--- config.mk ---
export PLATFORM = sky130hd
export DESIGN_NAME = tse_reg_arbiter_flat
export DESIGN_NICKNAME = d
export VERILOG_FILES = /design/src/rtl/tse_reg_arbiter_pkg.sv /design/src/rtl/tse_reg_arbiter_if.sv /design/src/rtl/tse_reg_arbiter_rr_pick.sv /design/src/rtl/tse_reg_arbiter.sv /design/src/flat_wrapper.sv
export SDC_FILE = /design/constraint.sdc
export NUM_CORES = 1
export LEC_CHECK = 0
export CORE_ASPECT_RATIO = 0.5
export CORE_MARGIN = 8
export CORE_UTILIZATION = 46
export DETAILED_ROUTE_END_ITERATION = 7
export HOLD_SLACK_MARGIN = 0.15
export MAX_ROUTING_LAYER = met4
export PLACE_DENSITY_LB_ADDON = 0.25
export RECOVER_POWER = 100
export SYNTH_ARGS = -nofsm -noshare
export SYNTH_HDL_FRONTEND = slang
export SYNTH_SLANG_ARGS = --single-unit
--- constraint.sdc ---
create_clock -name clk -period 4.2 [get_ports clk]
set_input_delay 0.84 -clock clk [delete_from_list [all_inputs] [get_ports clk]]
set_output_delay 0.84 -clock clk [all_outputs]
set_load 0.02 [all_outputs]
--- src/rtl/tse_reg_arbiter_pkg.sv ---
// Shared definitions for the TSE register-port arbiter: FSM state encoding,
// MAC register word offsets and command_config bit positions.
package tse_reg_pkg;

    typedef enum logic [1:0] {
        ST_IDLE  = 2'd0,
        ST_ISSUE = 2'd1,
        ST_RESP  = 2'd2
    } arb_state_e;

    localparam logic [7:0] COMMAND_CONFIG = 8'h02;
    localparam logic [7:0] MAC_0          = 8'h03;
    localparam logic [7:0] MAC_1          = 8'h04;
    localparam logic [7:0] FRM_LENGTH     = 8'h05;

    localparam int TX_ENA    = 32'd0;
    localparam int RX_ENA    = 32'd1;
    localparam int ETH_SPEED = 32'd3;
    localparam int PROMIS_EN = 32'd4;

endpackage

--- src/rtl/tse_reg_arbiter_if.sv ---
// MAC register bus: the arbiter is master (drives address/data/strobes),
// the MAC is slave (returns read data and waitrequest).
interface tse_reg_arbiter_if;
    logic [7:0]  reg_addr;
    logic [31:0] reg_data_in;
    logic        reg_rd;
    logic        reg_wr;
    logic [31:0] reg_data_out;
    logic        reg_busy;

    modport master (
        output reg_addr, reg_data_in, reg_rd, reg_wr,
        input  reg_data_out, reg_busy
    );

    modport slave (
        input  reg_addr, reg_data_in, reg_rd, reg_wr,
        output reg_data_out, reg_busy
    );
endinterface

--- src/rtl/tse_reg_arbiter_rr_pick.sv ---
// Combinational round-robin selector: first set request at or after ptr,
// wrapping, reported as one-hot grant plus binary index.
module rr_pick #(
    parameter int NREQ = 3,
    parameter int IW   = (NREQ > 1) ? $clog2(NREQ) : 1
) (
    input  logic [NREQ-1:0] req,
    input  logic [IW-1:0]   ptr,
    output logic [NREQ-1:0] grant,
    output logic [IW-1:0]   index,
    output logic            any
);

    logic [NREQ-1:0] grant_s;
    logic [IW-1:0]   index_s;
    logic            found_s;
    int              idx_v;

    // Scan requesters starting at ptr and stop at the first one asserted.
    always_comb begin
        grant_s = {NREQ{1'b0}};
        index_s = {IW{1'b0}};
        found_s = 1'b0;
        idx_v   = 0;
        for (int k = 0; k < NREQ; k++) begin
            idx_v = (int'(ptr) + k) % NREQ;
            if (!found_s && req[idx_v]) begin
                found_s        = 1'b1;
                grant_s[idx_v] = 1'b1;
                index_s        = idx_v[IW-1:0];
            end else begin
                found_s = found_s;
            end
        end
    end

    assign grant = grant_s;
    assign index = index_s;
    assign any   = found_s;

endmodule

--- src/rtl/tse_reg_arbiter.sv ---
// Arbitrates NREQ register-access requesters onto the single TSE MAC
// register port, one transaction at a time, with a busy timeout.
module tse_reg_arbiter
    import tse_reg_pkg::*;
#(
    parameter int NREQ    = 3,
    parameter int TIMEOUT = 1024
) (
    input  logic                  clk,
    input  logic                  rst_n,
    input  logic [NREQ-1:0]       req_valid,
    input  logic [NREQ-1:0]       req_wr,
    input  logic [NREQ-1:0][7:0]  req_addr,
    input  logic [NREQ-1:0][31:0] req_wdata,
    output logic [NREQ-1:0]       req_ack,
    output logic                  req_err,
    output logic [31:0]           req_rdata,
    tse_reg_arbiter_if.master     reg_bus
);

    localparam int IW = (NREQ > 1) ? $clog2(NREQ) : 1;
    localparam int CW = $clog2(TIMEOUT + 1);

    localparam logic [1:0] S_IDLE  = ST_IDLE;
    localparam logic [1:0] S_ISSUE = ST_ISSUE;
    localparam logic [1:0] S_RESP  = ST_RESP;

    logic [1:0]      state_r;
    logic [IW-1:0]   ptr_r;
    logic [IW-1:0]   win_idx_r;
    logic [NREQ-1:0] win_grant_r;
    logic            win_wr_r;
    logic [CW-1:0]   cnt_r;

    logic [7:0]      reg_addr_r;
    logic [31:0]     reg_data_in_r;
    logic            reg_rd_r;
    logic            reg_wr_r;
    logic [NREQ-1:0] req_ack_r;
    logic            req_err_r;
    logic [31:0]     req_rdata_r;

    logic [NREQ-1:0] pick_grant_s;
    logic [IW-1:0]   pick_idx_s;
    logic            pick_any_s;

    rr_pick #(.NREQ(NREQ), .IW(IW)) u_rr_pick (
        .req   (req_valid),
        .ptr   (ptr_r),
        .grant (pick_grant_s),
        .index (pick_idx_s),
        .any   (pick_any_s)
    );

    // Transaction FSM; the bus strobes are registered at grant time so the
    // command appears on the MAC port the cycle after arbitration.
    always_ff @(posedge clk or negedge rst_n) begin
        if (!rst_n) begin
            state_r       <= S_IDLE;
            ptr_r         <= {IW{1'b0}};
            win_idx_r     <= {IW{1'b0}};
            win_grant_r   <= {NREQ{1'b0}};
            win_wr_r      <= 1'b0;
            cnt_r         <= {CW{1'b0}};
            reg_addr_r    <= 8'd0;
            reg_data_in_r <= 32'd0;
            reg_rd_r      <= 1'b0;
            reg_wr_r      <= 1'b0;
            req_ack_r     <= {NREQ{1'b0}};
            req_err_r     <= 1'b0;
            req_rdata_r   <= 32'd0;
        end else begin
            case (state_r)
                S_IDLE: begin
                    req_ack_r <= {NREQ{1'b0}};
                    req_err_r <= 1'b0;
                    if (pick_any_s) begin
                        win_idx_r     <= pick_idx_s;
                        win_grant_r   <= pick_grant_s;
                        win_wr_r      <= req_wr[pick_idx_s];
                        reg_addr_r    <= req_addr[pick_idx_s];
                        reg_data_in_r <= req_wdata[pick_idx_s];
                        reg_wr_r      <= req_wr[pick_idx_s];
                        reg_rd_r      <= ~req_wr[pick_idx_s];
                        cnt_r         <= {CW{1'b0}};
                        state_r       <= S_ISSUE;
                    end
                end
                S_ISSUE: begin
                    if (!reg_bus.reg_busy) begin
                        reg_rd_r    <= 1'b0;
                        reg_wr_r    <= 1'b0;
                        req_ack_r   <= win_grant_r;
                        req_err_r   <= 1'b0;
                        req_rdata_r <= win_wr_r ? 32'd0 : reg_bus.reg_data_out;
                        state_r     <= S_RESP;
                    end else if (cnt_r == CW'(TIMEOUT - 1)) begin
                        // This busy cycle is the TIMEOUT-th one: abort.
                        cnt_r       <= cnt_r + CW'(1);
                        reg_rd_r    <= 1'b0;
                        reg_wr_r    <= 1'b0;
                        req_ack_r   <= win_grant_r;
                        req_err_r   <= 1'b1;
                        req_rdata_r <= 32'd0;
                        state_r     <= S_RESP;
                    end else begin
                        cnt_r <= cnt_r + CW'(1);
                    end
                end
                S_RESP: begin
                    req_ack_r   <= {NREQ{1'b0}};
                    req_err_r   <= 1'b0;
                    req_rdata_r <= 32'd0;
                    ptr_r       <= (win_idx_r == IW'(NREQ - 1)) ? {IW{1'b0}}
                                                                : win_idx_r + IW'(1);
                    state_r     <= S_IDLE;
                end
                default: begin
                    reg_rd_r  <= 1'b0;
                    reg_wr_r  <= 1'b0;
                    req_ack_r <= {NREQ{1'b0}};
                    req_err_r <= 1'b0;
                    state_r   <= S_IDLE;
                end
            endcase
        end
    end

    assign reg_bus.reg_addr    = reg_addr_r;
    assign reg_bus.reg_data_in = reg_data_in_r;
    assign reg_bus.reg_rd      = reg_rd_r;
    assign reg_bus.reg_wr      = reg_wr_r;
    assign req_ack             = req_ack_r;
    assign req_err             = req_err_r;
    assign req_rdata           = req_rdata_r;

endmodule

--- src/flat_wrapper.sv ---
// flat-port wrapper written by rule: the top's interface ports become plain ports
module tse_reg_arbiter_flat import tse_reg_pkg::*;
#(
    parameter int NREQ    = 3,
    parameter int TIMEOUT = 1024
)
  (clk, rst_n, req_valid, req_wr, req_addr, req_wdata, req_ack, req_err, req_rdata, reg_bus_reg_addr, reg_bus_reg_data_in, reg_bus_reg_rd, reg_bus_reg_wr, reg_bus_reg_data_out, reg_bus_reg_busy);
  tse_reg_arbiter_if reg_bus_i ();
  input  logic clk;
  input  logic rst_n;
  input  logic [NREQ-1:0] req_valid;
  input  logic [NREQ-1:0] req_wr;
  input  logic [NREQ-1:0][7:0] req_addr;
  input  logic [NREQ-1:0][31:0] req_wdata;
  output logic [NREQ-1:0] req_ack;
  output logic req_err;
  output logic [31:0] req_rdata;
  output wire logic [$bits(reg_bus_i.reg_addr)-1:0] reg_bus_reg_addr;
  output wire logic [$bits(reg_bus_i.reg_data_in)-1:0] reg_bus_reg_data_in;
  output wire logic [$bits(reg_bus_i.reg_rd)-1:0] reg_bus_reg_rd;
  output wire logic [$bits(reg_bus_i.reg_wr)-1:0] reg_bus_reg_wr;
  input wire logic [$bits(reg_bus_i.reg_data_out)-1:0] reg_bus_reg_data_out;
  input wire logic [$bits(reg_bus_i.reg_busy)-1:0] reg_bus_reg_busy;
  assign reg_bus_reg_addr = reg_bus_i.reg_addr;
  assign reg_bus_reg_data_in = reg_bus_i.reg_data_in;
  assign reg_bus_reg_rd = reg_bus_i.reg_rd;
  assign reg_bus_reg_wr = reg_bus_i.reg_wr;
  assign reg_bus_i.reg_data_out = reg_bus_reg_data_out;
  assign reg_bus_i.reg_busy = reg_bus_reg_busy;
  tse_reg_arbiter #(.NREQ(NREQ), .TIMEOUT(TIMEOUT)) u_core (.clk(clk), .rst_n(rst_n), .req_valid(req_valid), .req_wr(req_wr), .req_addr(req_addr), .req_wdata(req_wdata), .req_ack(req_ack), .req_err(req_err), .req_rdata(req_rdata), .reg_bus(reg_bus_i));
endmodule
Word-level counts from Yosys, hierarchy flattened --
Index checks and enable logic that the tools add are counted.
Operators by class: bitwise logic cells 4, eq/ne operators 7, mux-type cells 54, divide/modulo/power cells 3, order comparisons 7, add/sub/neg operators 4, reduce and logical (&&, ||, !) cells 15
Operator list (number):
- $mux 32 | 4
- $ge 32x1->1 const B | 3
- $lt 32x4->1 const B | 3
- $bmux 32 s2 | 1
- $mod 32x3->32 const B | 2
- $pmux 32 s2 | 1
- $mod 3x3->32 const B | 1
- $mux 11 | 2
- $pmux 11 s2 | 1
- $mux 1 | 20
- $mux 3 | 6
- $bmux 8 s2 | 1
- $mux 2 | 7
- $add 11x1->11 const B | 1
- $eq 11x10->1 const B | 1
- $bmux 1 s2 | 4
- $mux 8 | 1
- $demux 1 s2 | 3
- $or 3x3->3 | 2
- $pmux 1 s3 | 2
- $reduce_and 2->1 | 3
- $reduce_and 3->1 | 2
- $logic_and 1x1->1 | 5
- $eq 2x2->1 const B | 2
- 13 further kinds | 16
Word-level totals: input bits 161, bits in registers 99, output and inout bits 78, logic and storage cells 107

Longest topological paths before layout --
depth in word-level cells 16, gate-level depth with buffers 10, mapped depth without buffers 7

Modules after synthesis --
Synthesis repeated with hierarchy kept, for this count alone.
Unflattened totals: cell total of the unflattened synthesis 642, area, all modules 5441.5 µm²
Modules (own cells, without submodules):
- tse_reg_arbiter | cells an instance 590, seq. area each 2477.4 µm², area each 5059.9 µm², instances 1
- rr_pick | cells an instance 52, seq. area each 0.0 µm², area each 381.6 µm², instances 1

Least setup slack after synthesis --
OpenSTA, ideal clock, no wires.
path type input -> register, start input req_valid[1], end register u_core.reg_addr_r[1] (netlist: u_core.reg_bus.reg_addr[1]), slack 1767 ps, buffers on the path 1, required time 4074 ps, stages on the path 6, data arrival time 2307 ps, setup time 126 ps, path through mux2i_2 mux2i_4 o31ai_4 nor4_4 buf_6 a221o_1
On the way: word-level cells in the longest chain between the ends 12, elaborated cells on any way between the ends 22, classes of those cells 17 x mux; 5 x reduce/logical
RTL lines:
- from (decl) | line flat_wrapper.sv:11 | input logic [NREQ-1:0] req_valid;
- $bmux 1 s2 | line tse_reg_arbiter_rr_pick.sv:27 | if (!found_s && req[idx_v]) begin
- $mux 1 (not written as such) (2 in a row) | line tse_reg_arbiter_rr_pick.sv:27
- $mux 1 | line tse_reg_arbiter_rr_pick.sv:27
- $logic_not 1->1 | line tse_reg_arbiter_rr_pick.sv:27
- $logic_and 1x1->1 | line tse_reg_arbiter_rr_pick.sv:27
- $mux 1 | line tse_reg_arbiter_rr_pick.sv:27
- $logic_not 1->1 | line tse_reg_arbiter_rr_pick.sv:27
- $logic_and 1x1->1 | line tse_reg_arbiter_rr_pick.sv:27
- $mux 2 | line tse_reg_arbiter_rr_pick.sv:27
- $bmux 8 s2 | line tse_reg_arbiter.sv:81 | reg_addr_r <= req_addr[pick_idx_s];
- $mux 8 (not written as such) | line tse_reg_arbiter.sv:81
- to (signal assigned) | line tse_reg_arbiter.sv:81
- to (decl) | line tse_reg_arbiter.sv:35 | logic [7:0] reg_addr_r;
Several ways; a longest one is shown, not always the timed one. The select of a mux whose other input is x is not followed. A chain may end at the register's enable or synchronous reset.

Final worst setup path --
start input req_valid[1], end register u_core.reg_addr_r[3] (netlist: u_core.reg_bus.reg_addr[3])
Same word-level chain as after synthesis.

==> run summary <==
EDFF count, synth: 0
number of distinct library cells after synthesis: 53
final setup margin: 656.6 ps
final setup fails: 0
Die Outline Area: 0.01612 mm2
instance count after placement with tap cells included: 964
P_leak: 0.003580 uW
antenna-violating nets left: 0
worst-path cell chain: dlygate4sd3_1 > mux2i_1 > mux2i_4 > o31ai_4 > clkbuf_1 > nor4_1 > buf_4 > a221o_1
insertion delay of the later-clocked pin in the worst-skew pair: 350 ps
number of storage elements in the synthesis netlist: 99
Num CTS Buffers: 9
total of buffers placed on input and output ports: 238
routed wire length: 18960 um
sequential cell area fraction in the yosys report: 44.40%
sum of net half-perimeters after detailed placement: 13920 um
nets@finish: 979
clock tree from TritonCTS: yes
hold_buf cts: 0
final core utilization: 70.75%
Required @ worst endpoint: 4430 ps
via-per-instance ratio: 5.595
beginning of the critical path: req_valid[1]
number of clock sinks: 99
synthesized cell area: 0.005579 mm2
global route total overflow: 0
count of warnings emitted by yosys: 0
clock root cell: sky130_fd_sc_hd__clkbuf_16
final critical-path share of the clock period: 84.37%
# Post-CTS Setup Buffers: 0
max-capacitance violation count: 2
synthesized net count: 761
biggest fanout along the worst timing path: 27
Clock transition at path regs: 70 ps
largest net degree at the start of global routing: 65
floorplan die height: 93.88 um
filler cell count: 923
total area of multi-input combinational cells: 0.002690 mm2
outcome: complete, but fails checks
power density over cell area: 749.5 mW/mm2
share of synthesized flip-flops with an asynchronous set or reset: 100.0%
commonest register cell after synthesis: sky130_fd_sc_hd__dfrtp_1
endpoints failing hold: 0
via count: 5483
area used by sequential logic in the layout: 0.002477 mm2
1st-iter DRT viols: 372
master of the slowest instance on the critical path: sky130_fd_sc_hd__dlygate4sd3_1
n_diodes: 0
ratio of cells with drive above 1 in the final layout: 5.153%
Hold Path Origin: u_core.req_rdata[12]
Achievable Freq: 282.2 MHz
synthesized netlist cell count: 592
Critical Path Max Stage Delay: 620 ps
H-tree levels: 3
shortest clock period the worst path allows after layout: 3543 ps
DR pass1 iterations: 4
worst rel slew slack: -11.99%
Residual DRC: 0
class of the tightest hold or removal check: register to register
violated checks: capacitance limit, slew limit
maximum clock path buffer count: 2
maximum vdd ir drop: 0.0003303 V
Fin Setup TNS: 0 ps
skew final: 7.554 ps
mean routed wirelength per cell: 19.35 um
Std-Cell Core Area: 0.01181 mm2
worst setup timing slack at the placement stage: 606.7 ps
data arrival time of the critical path: 3770 ps
number of global-route vias before repair: 5628
critical path class: primary input to register
per-instance average area after synthesis: 9.424 um2
final-layout worst hold slack: 473.4 ps
number of standard cells in the layout, taps in and fillers out: 980
sort of element at the end of the critical path: register
family with the most delay on the worst path: buffers and inverters
worst r2r src: u_core.ptr_r[1]
Area Growth Syn to Fin: 49.72%
horizontal extent of the die: 171.7 um
# resized after CTS: 0
Core Rows: 28
Final Wtd Congestion: 0.8743
type of origin of the critical path: primary input
antenna violations before repair: 0
buffering stage count on the worst path with inverters included: 3
slew at the pin closest to its max-slew limit: 1676 ps
number of I/O pins: 239
initial standard-cell utilization of the core: 47.26%
RSZ-0062 raised after global routing: no
Final Max Tran Viols: 126
Tot GR Track Use: 23.39%
global-route wire length before repair: 29140 um
[metal layers]
layer	vias to the layer above	track usage (%)	part of all wire, %
met1	2629	26.69	41
met2	217	38.45	48
met3	50	6.834	7.7
met5	-	-	0
li1	2587	-	-
met4	0	9.694	3.6
[path summary, 6_finish.rpt]
check,slack [ps],depth (start not counted),end
max in group asynchronous,1370,2,u_core.req_rdata[5]
worst max register to register,800,9,u_core.reg_bus.reg_addr[3]
worst max-delay path,660,8,u_core.reg_bus.reg_addr[3]
worst min-delay path,470,2,u_core.req_rdata[12]
worst min register to register,470,2,u_core.req_rdata[12]
min in group asynchronous,860,1,u_core.reg_bus.reg_addr[0]
[final cells by class]
cell class                      count  area share [%]
Multi-Input combinational cell    398           32.20
Sequential cell                    99           29.66
Timing Repair Buffer              250           29.51
Clock buffer                        9           2.696
Tap cell                          165           2.472
Inverter                           52           2.337
Clock inverter                      7           1.123
[tightest hold or removal path, cell delays in order, from the launching register on]
cell and delay [ps]:
sky130_fd_sc_hd__dfrtp_1 340, sky130_fd_sc_hd__nand2_1 40, sky130_fd_sc_hd__o21ai_0 60
[through the flow]
stage               area (um2)  total power (uW)
floorplan                 5579              4155
global placement          8073              5448
detailed placement        8073              5562
CTS                       8392              6463
global route              8353              6655
finish                    8353              6261
[power breakdown]
| group | internal (uW) | switching, uW | leakage (uW) | total [uW] |
|---|---|---|---|---|
| combinational | 1550 | 2240 | 0.00216 | 3790 |
| clock | 479 | 409 | 0.000153 | 888 |
| sequential | 1370 | 212 | 0.00127 | 1590 |
[logic make-up (layout without fill, tap and decap cells)]
family | count (synthesis) | after routing | share of synthesized area [%]
compound gates | 191 | 191 | 24.67
fa+ha+maj | 8 | 8 | 1.794
buf+inv | 95 | 318 | 7.289
flops | 99 | 99 | 44.40
mux | 46 | 46 | 8.634
simple gates | 153 | 153 | 13.21
[cells in the final DEF (no fill, tap or decap), types with 7 or more instances in the layout]
master / n
sky130_fd_sc_hd__clkdlybuf4s50_1: 157
sky130_fd_sc_hd__a21oi_1: 11
sky130_fd_sc_hd__a31oi_1: 13
sky130_fd_sc_hd__clkbuf_16: 9
sky130_fd_sc_hd__o21ai_0: 66
sky130_fd_sc_hd__nand3_1: 21
sky130_fd_sc_hd__nand2_1: 84
sky130_fd_sc_hd__inv_1: 52
sky130_fd_sc_hd__ha_1: 8
sky130_fd_sc_hd__dlygate4sd3_1: 80
sky130_fd_sc_hd__a221o_1: 28
sky130_fd_sc_hd__o211ai_1: 43
sky130_fd_sc_hd__mux2i_1: 44
sky130_fd_sc_hd__nor2_1: 10
sky130_fd_sc_hd__dfrtp_1: 99
sky130_fd_sc_hd__buf_4: 7
[registers in the layout, summed over array words and instances, names as in the netlist]
register                    cells
u_core.reg_bus.reg_data_in     32
u_core.req_rdata               32
u_core.cnt_r                   11
u_core.reg_bus.reg_addr         8
u_core.req_ack                  3
u_core.win_grant_r              3
u_core.ptr_r                    2
u_core.state_r                  2
u_core.win_idx_r                2
u_core.reg_bus.reg_rd           1
u_core.reg_bus.reg_wr           1
u_core.req_err                  1
u_core.win_wr_r                 1
[cells in the mapped netlist (4+ instances only)]
cell	instances	area share (%)
sky130_fd_sc_hd__nand2b_1	5	0.56
sky130_fd_sc_hd__a31oi_1	13	1.5
sky130_fd_sc_hd__buf_4	5	0.67
sky130_fd_sc_hd__or4_1	5	0.67
sky130_fd_sc_hd__nand2_1	84	5.7
sky130_fd_sc_hd__dfrtp_1	99	44
sky130_fd_sc_hd__o211ai_1	43	5.8
sky130_fd_sc_hd__or3_1	5	0.56
sky130_fd_sc_hd__buf_2	4	0.36
sky130_fd_sc_hd__a21oi_1	11	0.99
sky130_fd_sc_hd__mux2i_1	43	7.7
sky130_fd_sc_hd__o21ai_0	66	5.9
sky130_fd_sc_hd__nand3_1	21	1.9
sky130_fd_sc_hd__clkbuf_1	30	2.0
sky130_fd_sc_hd__o21a_1	4	0.54
sky130_fd_sc_hd__a221o_1	28	5.0
sky130_fd_sc_hd__o31ai_1	5	0.67
sky130_fd_sc_hd__ha_1	8	1.8
sky130_fd_sc_hd__inv_1	52	3.5
sky130_fd_sc_hd__nor2_1	11	0.74
Note: power is estimated with default switching activity, not from simulation.
